### src/rtl/fmap_reader_2_pkg.sv
// Shared feature-map geometry defaults, derived sizes and reader FSM encoding.
package fmap_reader_2_pkg;

  localparam int DATA_WIDTH      = 16;
  localparam int POOL_ADDR_WIDTH = 10;
  localparam int FMAP_W          = 12;
  localparam int FMAP_H          = 12;
  localparam int NUM_PASSES      = 4;
  localparam int MAP_WORDS       = FMAP_W * FMAP_H;

  typedef enum logic [1:0] {
    ST_IDLE  = 2'd0,
    ST_READ  = 2'd1,
    ST_DRAIN = 2'd2,
    ST_DONE  = 2'd3
  } state_t;

  // Counter width that stays legal (>= 1 bit) for a modulus of 1.
  function automatic int cnt_width(input int n);
    return (n > 1) ? $clog2(n) : 1;
  endfunction

endpackage

### src/rtl/skid_fifo_2.sv
// Two-entry FIFO, head visible combinationally; data appears the cycle after push.
// Pop and push may coincide; writer must never push into a full FIFO without popping.
module skid_fifo_2 #(
  parameter int WIDTH = 18
) (
  input  logic             i_clock,
  input  logic             i_reset_n,
  input  logic             i_push,
  input  logic [WIDTH-1:0] i_push_dat,
  input  logic             i_pop,
  output logic [1:0]       o_occ,
  output logic [WIDTH-1:0] o_head_dat
);

  logic [WIDTH-1:0] r_ent0;
  logic [WIDTH-1:0] r_ent1;
  logic [1:0]       r_occ;

  // Entry 0 is always the head; pops shift entry 1 forward.
  always_ff @(posedge i_clock) begin
    if (!i_reset_n) begin
      r_ent0 <= '0;
      r_ent1 <= '0;
      r_occ  <= 2'd0;
    end else begin
      case ({i_push, i_pop})
        2'b10: begin
          if (r_occ == 2'd0) r_ent0 <= i_push_dat;
          else               r_ent1 <= i_push_dat;
          r_occ <= r_occ + 2'd1;
        end
        2'b01: begin
          r_ent0 <= r_ent1;
          r_occ  <= r_occ - 2'd1;
        end
        2'b11: begin
          if (r_occ == 2'd2) begin
            r_ent0 <= r_ent1;
            r_ent1 <= i_push_dat;
          end else begin
            r_ent0 <= i_push_dat;
          end
        end
        default: ;
      endcase
    end
  end

  assign o_occ      = r_occ;
  assign o_head_dat = r_ent0;

  a_no_overflow : assert property (@(posedge i_clock) disable iff (!i_reset_n)
    !(i_push && !i_pop && r_occ == 2'd2));
  a_no_underflow : assert property (@(posedge i_clock) disable iff (!i_reset_n)
    !(i_pop && r_occ == 2'd0));

endmodule

### src/rtl/fmap_reader_2.sv
// Replays the feature map from RAM port b NUM_PASSES times as a valid/ready stream.
// First word valid 2 cycles after start; reads throttle so the 2-entry skid FIFO never overflows.
module fmap_reader_2 #(
  parameter int DATA_WIDTH      = fmap_reader_2_pkg::DATA_WIDTH,
  parameter int POOL_ADDR_WIDTH = fmap_reader_2_pkg::POOL_ADDR_WIDTH,
  parameter int FMAP_W          = fmap_reader_2_pkg::FMAP_W,
  parameter int FMAP_H          = fmap_reader_2_pkg::FMAP_H,
  parameter int NUM_PASSES      = fmap_reader_2_pkg::NUM_PASSES
) (
  input  logic                       clock,
  input  logic                       reset,
  input  logic                       start,
  input  logic [DATA_WIDTH-1:0]      q_b,
  output logic                       rden_b,
  output logic                       wren_b,
  output logic [POOL_ADDR_WIDTH-1:0] address_b_t,
  output logic [DATA_WIDTH-1:0]      data_out,
  output logic                       valid_out,
  input  logic                       ready_in,
  output logic                       row_last,
  output logic                       map_last,
  output logic                       busy,
  output logic                       done
);

  import fmap_reader_2_pkg::*;

  localparam int MAP_N = FMAP_W * FMAP_H;
  localparam int PW    = cnt_width(NUM_PASSES);
  localparam int CW    = cnt_width(FMAP_W);
  localparam int FW    = DATA_WIDTH + 2;

  state_t                     r_state;
  state_t                     w_state_nxt;
  logic [POOL_ADDR_WIDTH-1:0] r_addr;
  logic [PW-1:0]              r_pass;
  logic [CW-1:0]              r_col;
  logic                       r_inflight;
  logic                       r_tag_row;
  logic                       r_tag_map;
  logic                       w_pop;
  logic                       w_rden;
  logic                       w_addr_wrap;
  logic                       w_row_end;
  logic                       w_last_issue;
  logic                       w_drained;
  logic [2:0]                 w_pending;
  logic [1:0]                 w_occ;
  logic [FW-1:0]              w_head;

  assign valid_out    = (w_occ != 2'd0);
  assign w_pop        = valid_out & ready_in;
  // Words already owed to the FIFO after this cycle's pop; issue only if one slot remains.
  assign w_pending    = {1'b0, w_occ} + {2'b0, r_inflight} - {2'b0, w_pop};
  assign w_rden       = (r_state == ST_READ) && (w_pending < 3'd2);
  assign w_addr_wrap  = (r_addr == POOL_ADDR_WIDTH'(MAP_N - 1));
  assign w_row_end    = (r_col == CW'(FMAP_W - 1));
  assign w_last_issue = w_rden && w_addr_wrap && (r_pass == PW'(NUM_PASSES - 1));
  // Counts this cycle's pop so done lands exactly one cycle after the last acceptance.
  assign w_drained    = !r_inflight && ((w_occ - {1'b0, w_pop}) == 2'd0);

  always_ff @(posedge clock) begin
    if (!reset) r_state <= ST_IDLE;
    else        r_state <= w_state_nxt;
  end

  always_comb begin
    w_state_nxt = r_state;
    case (r_state)
      ST_IDLE:  if (start)        w_state_nxt = ST_READ;
      ST_READ:  if (w_last_issue) w_state_nxt = ST_DRAIN;
      ST_DRAIN: if (w_drained)    w_state_nxt = ST_DONE;
      ST_DONE:                    w_state_nxt = ST_IDLE;
      default:                    w_state_nxt = ST_IDLE;
    endcase
  end

  always_comb begin
    rden_b = w_rden;
    busy   = (r_state != ST_IDLE);
    done   = (r_state == ST_DONE);
  end

  always_ff @(posedge clock) begin
    if (!reset) begin
      r_addr     <= '0;
      r_pass     <= '0;
      r_col      <= '0;
      r_inflight <= 1'b0;
      r_tag_row  <= 1'b0;
      r_tag_map  <= 1'b0;
    end else begin
      r_inflight <= w_rden;
      r_tag_row  <= w_rden & w_row_end;
      r_tag_map  <= w_last_issue;
      if (w_rden) begin
        r_addr <= w_addr_wrap ? '0 : r_addr + POOL_ADDR_WIDTH'(1);
        r_col  <= w_row_end ? '0 : r_col + CW'(1);
        if (w_addr_wrap && (r_pass != PW'(NUM_PASSES - 1))) r_pass <= r_pass + PW'(1);
      end
      if (r_state == ST_DONE) begin
        r_addr <= '0;
        r_pass <= '0;
        r_col  <= '0;
      end
    end
  end

  skid_fifo_2 #(
    .WIDTH(FW)
  ) u_fifo (
    .i_clock   (clock),
    .i_reset_n (reset),
    .i_push    (r_inflight),
    .i_push_dat({q_b, r_tag_row, r_tag_map}),
    .i_pop     (w_pop),
    .o_occ     (w_occ),
    .o_head_dat(w_head)
  );

  assign address_b_t = r_addr;
  assign wren_b      = 1'b0;
  assign data_out    = valid_out ? w_head[FW-1:2] : '0;
  assign row_last    = valid_out & w_head[1];
  assign map_last    = valid_out & w_head[0];

endmodule

### config.mk
export PLATFORM = sky130hd
export DESIGN_NAME = fmap_reader_2
export DESIGN_NICKNAME = d
export VERILOG_FILES = /design/src/rtl/fmap_reader_2_pkg.sv /design/src/rtl/skid_fifo_2.sv /design/src/rtl/fmap_reader_2.sv
export SDC_FILE = /design/constraint.sdc
export NUM_CORES = 1
export LEC_CHECK = 0
export CORE_MARGIN = 1
export CORE_UTILIZATION = 55
export DETAILED_ROUTE_END_ITERATION = 10
export HOLD_SLACK_MARGIN = 0.06
export PLACE_DENSITY = 0.84
export SYNTH_ARGS = -nofsm -noshare
export SYNTH_HDL_FRONTEND = slang
export SYNTH_SLANG_ARGS = --single-unit
### constraint.sdc
create_clock -name clock -period 6.1 [get_ports clock]
set_input_delay 1.83 -clock clock [delete_from_list [all_inputs] [get_ports clock]]
set_output_delay 1.83 -clock clock [all_outputs]
set_load 0.05 [all_outputs]
Word level (Yosys, flattened, before mapping)

Index checks and enable logic that the tools add are counted.

Bitwise logic cells: 5
$lt $le $gt $ge: 1
Reduce and logical (&&, ||, !) cells: 19
Muxes and demuxes: 14
Equal/unequal tests: 17
Add/subtract/negate cells: 8

Operator list:

| kind                    | count |
|---|---|
| $mux W18                | 4 |
| $pmux W18 S3            | 1 |
| $pmux W18 S2            | 1 |
| $mux W16                | 1 |
| $eq A2 B2 Y1 const B    | 6 |
| $add A10 B1 Y10 const B | 1 |
| $eq A10 B8 Y1 const B   | 1 |
| $mux W10                | 1 |
| $ne A2 B2 Y1 const B    | 5 |
| $pmux W2 S4             | 1 |
| $reduce_bool A2 Y1      | 4 |
| $logic_not A2 Y1        | 3 |
| $mux W2                 | 3 |
| $reduce_and A3 Y1       | 2 |
| $logic_and A1 B1 Y1     | 5 |
| $add A2 B1 Y2 const B   | 2 |
| $add A4 B1 Y4 const B   | 1 |
| $and A1 B1 Y1           | 4 |
| $eq A2 B1 Y1 const B    | 2 |
| $eq A4 B4 Y1 const B    | 1 |
| $mux W4                 | 1 |
| $ne A2 B1 Y1 const B    | 2 |
| $pmux W2 S2             | 1 |
| $reduce_and A2 Y1       | 2 |
| 9 further kinds         | 9 |

Bits of input ports: 20
Register bits after elaboration: 59
Output and inout port bits: 33
Word-level logic and storage cells: 74

Logic depth before layout (Yosys ltp)

Gate-level depths: netlist of run 1.

Depth in word-level cells: 9
Gate-level depth with buffers: 10
Depth with buffers taken out: 8

Modules after synthesis

From an unflattened synthesis of run 1, not the netlist that was laid out.

Cell total of the unflattened synthesis: 363
Area total of the unflattened synthesis: 3155.5 um^2

By module, submodules not included:

| module        | sequential area each (um^2) | instances | area an instance (um^2) | cells an instance |
|---|---|---|---|---|
| skid_fifo_2   | 760.7                       | 1         | 1921.8                  | 216 |
| fmap_reader_2 | 420.4                       | 1         | 1233.7                  | 147 |

Worst setup path before layout of run 1

Ideal clock, no wire load.

Path type: input-to-output
Start: input port ready_in
End: output port rden_b
Arrival time: 3.829 ns
Buffers on the path: 0
Required time: 4.270 ns
Path slack: 0.441 ns
Cell stages on the path: 5
Cell sequence: o21ai_0 > nand2_1 > fa_1 > nand2_1 > nor2_1

Cells in the longest elaborated chain, start to end: 4

RTL lines:

| what                | RTL line            | source |
|---|---|---|
| from (decl)         | fmap_reader_2.sv:19 | `input logic ready_in,` |
| $and A1 B1 Y1       | fmap_reader_2.sv:52 | `assign w_pop = valid_out & ready_in;` |
| $sub A3 B1 Y3       | fmap_reader_2.sv:54 | `assign w_pending = {1'b0, w_occ} + {2'b0, r_inflight} - {2'b0, w_pop};` |
| $lt A3 B2 Y1        | fmap_reader_2.sv:55 | `assign w_rden = (r_state == ST_READ) && (w_pending < 3'd2);` |
| $logic_and A1 B1 Y1 | fmap_reader_2.sv:55 |  |
| to (decl)           | fmap_reader_2.sv:14 | `output logic rden_b,` |

No other way between the ends.

Worst setup path after layout of run 1

Same ends and word-level chain as after synthesis.

==> flow_results.org, run 1 <==
** Placed design
- Worst slack after detailed placement :: approximately 0.38 ns
- Final weighted congestion in routability-driven placement :: 0.832
- Detailed placement finished with a half-perimeter wire length of 3.80 mm.
- Post-placement cell count :: 399
- The placed instances occupy a cell area of 3450 µm².
- Number of port buffers :: 51

** Timing
- Crit path time final :: approximately 5.9 ns
- Static timing analysis puts the maximum clock frequency at 0.171 GHz.
- Setup slack of the critical path after layout :: 0.246 ns
- The number of hold violations in the final report came to 0.
- The count of pins over their slew limit was 0.
- Final Cycle Share :: between 90% and 100%
- Across the routed clock network, the largest skew measured is approximately 0.0095 ns.
- Final-report setup violation count :: 0
- Hold slack :: 0.491 ns
- Adding up every negative setup slack in the final design gives 0 ns.
- Headroom to the max-slew limit came out at 33.6%.
- Setup repair after global routing left no endpoint under its margin.
- For the pin with the worst max-slew slack, the measured transition is 0.995 ns.

** Clocking
- TritonCTS built the clock tree.
- # hold bufs at CTS :: 0
- H-tree depth :: 3
- Counting every sink on the clock net gives 59.
- TritonCTS buffer count :: 9
- Worst-path clk slew :: roughly 0.06 ns
- Post-CTS repair changed the size of 0 cells.
- For the worst-skew pair, the clock arrives at the later sink with an insertion delay of about 0.34 ns.
- Clk buf depth :: 2
- The tree is rooted in a sky130_fd_sc_hd__clkbuf_8.
- The number of setup buffers added after CTS is 0.

** Setup path
- Of all nets on the critical path, the largest fanout is 8.
- STA classifies the critical path startpoint as a primary input.
- Critical Path Source :: ready_in
- Critical path data required time :: 4.27 ns
- The startpoint identified for the worst register-to-register timing path is u_fifo.o_occ[0]$_SDFFE_PN0P_.
- Critical path capture point type :: output pin
- Data arrives at the worst endpoint at roughly 4 ns.
- The critical path is of the in -> out type.

** Die
- The die covers 5540 µm².
- Die X-Extent :: 74.5 µm
- Number of cell rows :: 26
- For this configuration, the core starts out at a cell density of 56.9%.
- In this run the vertical extent of the chip is approximately 74 µm.
- Std-Cell Core Area :: 5070 µm²
- Ports :: 53

** Cells and area
- For this run, the number of standard cells in the final layout without fillers is 414.
- Area growth from synthesis to layout :: 26.4%
- Final core occ :: 71.9%
- Diode count :: 0
- Of the cells placed in the final design, the portion with a size suffix greater than 1 is 9.01%.
- After routing the design area is 3650 µm².
- Count of nets after finishing :: between 300 and 400

** Pwr
- The analysis attributes to cell leakage a power of ~1.5 nW.
- In this run the power density over the cells is 400 nW/µm².
- Fraction of power consumed by combinational cells :: 39.3%
- Net switching power of the design :: 0.562 mW
- In this run, flip-flops and latches consume 35.6% of the power.
- Net switching is 38.5% of the power.
- The internal portion of the total power is ~0.9 mW.
- In this run, the clock network consumes roughly 25% of the power.
- Total Power :: between 1 and 1.5 mW
- Worst ir drop on vdd :: around 220 µV

** Yosys
- In this run, synthesis inferred 0 flip-flops with an integrated enable.
- Ys flop type :: sky130_fd_sc_hd__dfxtp_1
- sky130_fd_sc_hd__dfxtp_1 takes more of the synthesized area than any other cell.
- Summing the sequential cell areas from Yosys gives between 40% and 50% of the chip area.
- Number of cells produced by synthesis :: 295
- Summed over its instances, the top area cell type makes up 40.9% of the synthesized netlist area.
- Counting every net in the synthesized netlist gives 327.
- In this run, synthesis produced a sequential element count of between 50 and 60.
- Total number of yosys warnings :: 0
- Cell types with the largest area share after synthesis :: sky130_fd_sc_hd__dfxtp_1 (41%), sky130_fd_sc_hd__nor2b_1 (7.8%), sky130_fd_sc_hd__mux2i_1 (6.9%)
- The average instance in the mapped netlist occupies 9.79 µm².
- The cell area that synthesis handed to floorplanning was 2890 µm².
- For this run, asynchronously set or reset flops after synthesis account for 0%.
- Number of distinct library cell variants in the gate-level netlist after synthesis :: 48

** Drt
- Pre-Repair DR Iteration Count :: 4
- WL per Instance :: roughly 15 µm
- Number of DRC markers after the initial detailed-route iteration :: 128
- The detail route stage leaves a number of antenna-violating nets equal to 0.
- The detailed router placed roughly 2,300 vias in this run.
- Dividing the detail-routed via count by the number of cells gives 5.54.
- The final layout contains routed wiring with a total length of 6.04 mm.
- In the routed design, unresolved DRC markers number 0.

** Global route
- Remaining global-route overflow :: 0
- Entering global routing, the biggest net connects 47 pins.
- The via count of the first global-routing pass was around 2,100.
- Number of antenna violations at the first check in global routing :: 0
- Wire length of the first global-routing pass :: approximately 9.6 mm
- Tot GR Track Use :: 22.7%

** Worst hold path
- Hold Crit Class :: reg -> reg
- The startpoint identified for the worst hold timing path is r_pass[1]$_SDFFE_PP0P_.

** Flow run
- Across the run, the number of max-cap violations was 0.

** Status
- Run status :: completed
layout make-up:
class | count | area [µm²]
Multi-Input combinational cell | 204 | 1600
Inverter | 10 | 37.5
Sequential cell | 59 | 1180
Fill cell | 403 | 1420
Tap cell | 70 | 87.6
Clock buffer | 11 | 151
Clock inverter | 4 | 50.0
Timing Repair Buffer | 56 | 546
critical path, cell delays in order:
cell	delay (ns)
sky130_fd_sc_hd__clkdlybuf4s50_1	0.53
sky130_fd_sc_hd__nand3b_1	0.16
sky130_fd_sc_hd__o21ai_0	0.25
sky130_fd_sc_hd__nand2_1	0.13
sky130_fd_sc_hd__fa_1	0.53
sky130_fd_sc_hd__nand2_1	0.17
sky130_fd_sc_hd__nor2_1	0.19
sky130_fd_sc_hd__buf_4	0.22
layout by cell type (no fill, tap or decap), drive strengths merged, types with 2 or more instances in the layout:
| master | count |
|---|---|
| dfxtp | 59 |
| clkdlybuf4s50 | 50 |
| nor2b | 36 |
| mux2i | 20 |
| a221o | 18 |
| o211a | 18 |
| nor2 | 14 |
| o21ai | 12 |
| nand2 | 11 |
| xnor2 | 11 |
| ha | 11 |
| clkbuf | 11 |
| inv | 10 |
| a21oi | 9 |
| buf | 6 |
| nand3 | 4 |
| nor4 | 3 |
| and2 | 3 |
| nor4b | 3 |
| nand4 | 2 |
| or3 | 2 |
| nor3b | 2 |
| nor3 | 2 |
| clkinvlp | 2 |
| or4b | 2 |
flip-flops by register name, summed over array words and instances, names as in the netlist:
| signal | flops |
|---|---|
| u_fifo.o_head_dat | 18 |
| u_fifo.r_ent1 | 18 |
| address_b_t | 10 |
| r_col | 4 |
| r_pass | 2 |
| r_state | 2 |
| u_fifo.o_occ | 2 |
| r_inflight | 1 |
| r_tag_map | 1 |
| r_tag_row | 1 |
power by group through the flow:
stage	combinational, mW	clock (mW)	sequential (mW)
2_1_floorplan	0.428	0	0.516
3_3_place_gp	0.566	0	0.525
3_5_place_dp	0.574	0	0.528
4_1_cts	0.579	0.371	0.520
5_1_grt	0.621	0.384	0.530
6_report	0.574	0.365	0.520
synth_stat cells, drive strengths merged (2+ instances only):
| cell | instances |
|---|---|
| a21oi | 9 |
| a221o | 18 |
| and2 | 3 |
| buf | 5 |
| clkbuf | 17 |
| dfxtp | 59 |
| ha | 11 |
| inv | 10 |
| mux2i | 20 |
| nand2 | 11 |
| nand3 | 4 |
| nand4 | 2 |
| nor2 | 14 |
| nor2b | 36 |
| nor3 | 2 |
| nor3b | 2 |
| nor4 | 3 |
| nor4b | 3 |
| o211a | 18 |
| o21ai | 12 |
| or3 | 2 |
| or4b | 2 |
| xnor2 | 11 |
metal layers:
layer,part of all wire [%],up-vias,global-route usage (%)
li1,-,1144,-
met1,46,1095,29.1
met2,50,45,37.5
met3,3.7,10,3.79
met4,1.0,0,10.1
met5,0,-,0
worst paths after layout:
kind / slack (ns) / depth (start not counted) / endpoint
min reg2reg: 0.49 / 2 / r_pass[1]$_SDFFE_PP0P_
max reg2reg: 2.86 / 8 / r_state[1]$_SDFFE_PN0P_
max: 0.25 / 8 / rden_b
min: 0.49 / 2 / r_pass[1]$_SDFFE_PP0P_
kinds of logic after synthesis:
logic type | synth area share, %
AO/OA/AOI/OAI | 19.5
XOR/XNOR | 3.64
adder cells (fa/ha/maj) | 5.46
buffers and inverters | 4.46
flip-flops | 40.9
multiplexers | 6.93
other | 0.130
AND/OR/NAND/NOR | 18.9
Note: power is estimated with default switching activity, not from simulation.
==> run 2, diff against run 1 <==
--- a/config.mk
+++ b/config.mk
@@ -9,6 +9,7 @@
 export CORE_UTILIZATION = 55
 export DETAILED_ROUTE_END_ITERATION = 10
 export HOLD_SLACK_MARGIN = 0.06
+export MAX_ROUTING_LAYER = met4
 export PLACE_DENSITY = 0.84
 export SYNTH_ARGS = -nofsm -noshare
 export SYNTH_HDL_FRONTEND = slang
==> run 2 against run 1 <==
  * Via count is essentially flat
  * Critical path depth is the same
  * Fmax is essentially flat
==> flow_results.org, run 2 (synthesis results as in run 1) <==
** Status
- The run finished with clean final reports.

** Global route
- The via count of the first global-routing pass is 2,125.
- Number of antenna violations at the first check in global routing :: 0
- Entering global routing, the biggest net connects 47 pins.
- Tot GR Track Use :: about a quarter
- Wire length of the first global-routing pass :: roughly 9.6 mm
- After global routing the overflow that remains totals 0.

** Flow run
- Across the run, the number of max-cap violations was 0.

** Clocking
- Resized Gates After CTS :: 0
- Clk buf depth :: 2
- Clock latency reported for the late side of the worst-skew pair :: 0.34 ns
- CTS sink count :: 59
- Post-CTS setup repair buffer count :: 0
- TritonCTS buffer count :: 9
- Clock root buffer master :: sky130_fd_sc_hd__clkbuf_8
- TritonCTS built the clock tree.
- After clock tree synthesis, the clock-pin slew on the worst setup and hold paths is 0.06 ns.
- In this run, post-CTS hold repair placed 0 buffers.
- In this run the number of H-tree levels came out at 3.

** Timing
- Crit path time final :: 5.85 ns
- Of the available clock period, the critical path in the final layout requires 95.9%.
- Setup repair after global routing left no endpoint under its margin.
- The number of hold violations in the final report was 0.
- Adding up every negative setup slack in the final design gives 0 ns.
- Setup violations remaining at the end of the flow were counted as 0.
- Number of pins exceeding their max-slew limit in the final report :: 0
- Worst Clk Skew :: 0.0101 ns
- Hold slack :: between 0.4 and 0.5 ns
- Actual slew at the worst max-slew pin :: roughly 1 ns
- Setup slack of the critical path after layout :: 0.248 ns
- Derived from the worst setup path, the maximum achievable clock frequency is 0.171 GHz.
- Max_slew headroom :: 32.8%

** Cells and area
- Commonest non-fill, non-tap cell in the layout :: sky130_fd_sc_hd__dfxtp_1
- After the flow finishes, the layout carries non-filler instances totaling 414.
- Diode count :: 0
- After the last flow step, the layout net total stands at about 370.
- Leaving out fill and tap cells, the most frequent cells in the layout are sky130_fd_sc_hd__dfxtp_1 (59), sky130_fd_sc_hd__clkdlybuf4s50_1 (50), sky130_fd_sc_hd__nor2b_1 (36).
- In the final layout, the share of cells above drive strength 1 is 9.01%.
- Non-Filler Cell Area, Final :: 3650 µm²
- Area growth from synthesis to layout :: 26.4%
- Filler Cell Count :: 403

** Setup path
- Highest net fanout along the worst path :: 8
- End of the worst register-to-register path :: r_state[1]$_SDFFE_PN0P_
- Critical path capture point type :: output pin
- The startpoint identified for the worst register-to-register timing path is u_fifo.o_occ[0]$_SDFFE_PN0P_.
- Counting cells, the worst reg-to-reg path comes to 8.
- Crit Path Class :: in -> out
- Launching element type of the critical path :: primary input
- Biggest cell delay along the critical path :: ~0.53 ns
- Critical Path Source :: ready_in
- Critical path data required time :: 4.27 ns
- Data arrival, critical path :: 4.02 ns
- Critical Path Slowest Stage Cell :: sky130_fd_sc_hd__clkdlybuf4s50_1
- Capturing instance or port of the critical path :: rden_b
- Critical Path Most Common Cell :: sky130_fd_sc_hd__nand2_1
- For flop-to-flop paths, the worst setup slack is 2.86 ns.
- Ordered list of cells on the worst path :: clkdlybuf4s50_1 > nand3b_1 > o21ai_0 > nand2_1 > fa_1 > nand2_1 > nor2_1 > buf_4

** Pwr
- Summed over all cells, the static leakage comes to around 1.5 nW.
- In this run the power density over the cells is 400 nW/µm².
- IR analysis of the VDD net gives a maximum drop of 218 µV.

** Placed design
- Timing analysis after detailed placement gives a worst setup slack of around 0.38 ns.
- Final weighted congestion in routability-driven placement :: approximately 0.84
- Placed wire-length estimate :: 3.80 mm
- In this run the tool buffered the top-level ports with 51 buffer cells.
- Post-placement cell count :: approximately 400
- Instance area after placement :: 3450 µm²

** Die
- The floorplan step set the die width to 74.5 µm.
- Ports :: 53
- Number of cell rows :: 26
- Die area :: 5540 µm²
- Std-Cell Core Area :: 5070 µm²
- Initial Util :: 56.9%
- The die is 74.5 µm tall.

** Drt
- After the first detailed-routing iteration, the DRC count stood at roughly 130.
- Total via count after detailed routing :: 2,296
- Overall routed net length :: 6.06 mm
- Drt drc :: 0
- The first detailed-routing pass took 4 iterations.
- In the final routed layout, each cell accounts on average for 14.6 µm.
- Number of nets still failing antenna checks after routing :: 0
- Dividing the detail-routed via count by the number of cells gives 5.55.

** Worst hold path
- Hold Crit Class :: reg -> reg
## run 2: cell counts in the layout (fill, tap and decap cells not counted)
No cell type changed its count.
## run 2: layer usage
layer  GRT usage, %  up-vias  part of all wire, %
met1           29.1     1100                   46
met3           3.79       11                  3.3
li1               -     1144                    -
met4           10.1        0                  1.6
met5              -        -                    0
met2           37.5       41                   49
## run 2: critical path, delay by kind of cell
| family | cells | cell delay, ns |
|---|---|---|
| buf+inv | 2 | 0.75 |
| compound gates | 1 | 0.25 |
| fa+ha+maj | 1 | 0.53 |
| simple gates | 4 | 0.64 |
## run 2: where the power goes
group	internal [mW]	leakage [nW]	switching (mW)	total [mW]
clock network	0.208	0.0974	0.159	0.366
logic	0.228	0.878	0.347	0.575
registers	0.462	0.479	0.0582	0.520
total	0.897	1.45	0.564	1.46
## run 2: through the flow
| stage | util [%] | power, mW |
|---|---|---|
| finish | 71.9 | 1.46 |
| CTS | 71.9 | 1.47 |
| global placement | 68.0 | 1.09 |
| global route | 71.9 | 1.53 |
| floorplan | - | 0.944 |
| detailed placement | 68.0 | 1.10 |
## run 2: layout make-up
type | instances | area [µm²] | area share, %
clock buffer | 11 | 151 | 4.15
clock inverter | 4 | 50.0 | 1.37
inverter | 10 | 37.5 | 1.03
multi-input combinational | 204 | 1600 | 43.8
sequential | 59 | 1180 | 32.4
tap | 70 | 87.6 | 2.40
timing repair buffer | 56 | 546 | 14.9
## run 2: worst min-delay path by stage
stage                                            start                            endpoint  slack [ns]  depth (start not counted)
floorplan                       r_pass[1]$_SDFFE_PP0P_              r_pass[1]$_SDFFE_PP0P_        0.45                          2
global placement                r_pass[1]$_SDFFE_PP0P_              r_pass[1]$_SDFFE_PP0P_        0.47                          2
detailed placement  u_fifo.o_head_dat[10]$_SDFFE_PN0P_  u_fifo.o_head_dat[10]$_SDFFE_PN0P_        0.48                          1
CTS                             r_pass[1]$_SDFFE_PP0P_              r_pass[1]$_SDFFE_PP0P_        0.49                          2
global route         u_fifo.o_head_dat[9]$_SDFFE_PN0P_   u_fifo.o_head_dat[9]$_SDFFE_PN0P_        0.51                          1
finish                          r_pass[1]$_SDFFE_PP0P_              r_pass[1]$_SDFFE_PP0P_        0.49                          2
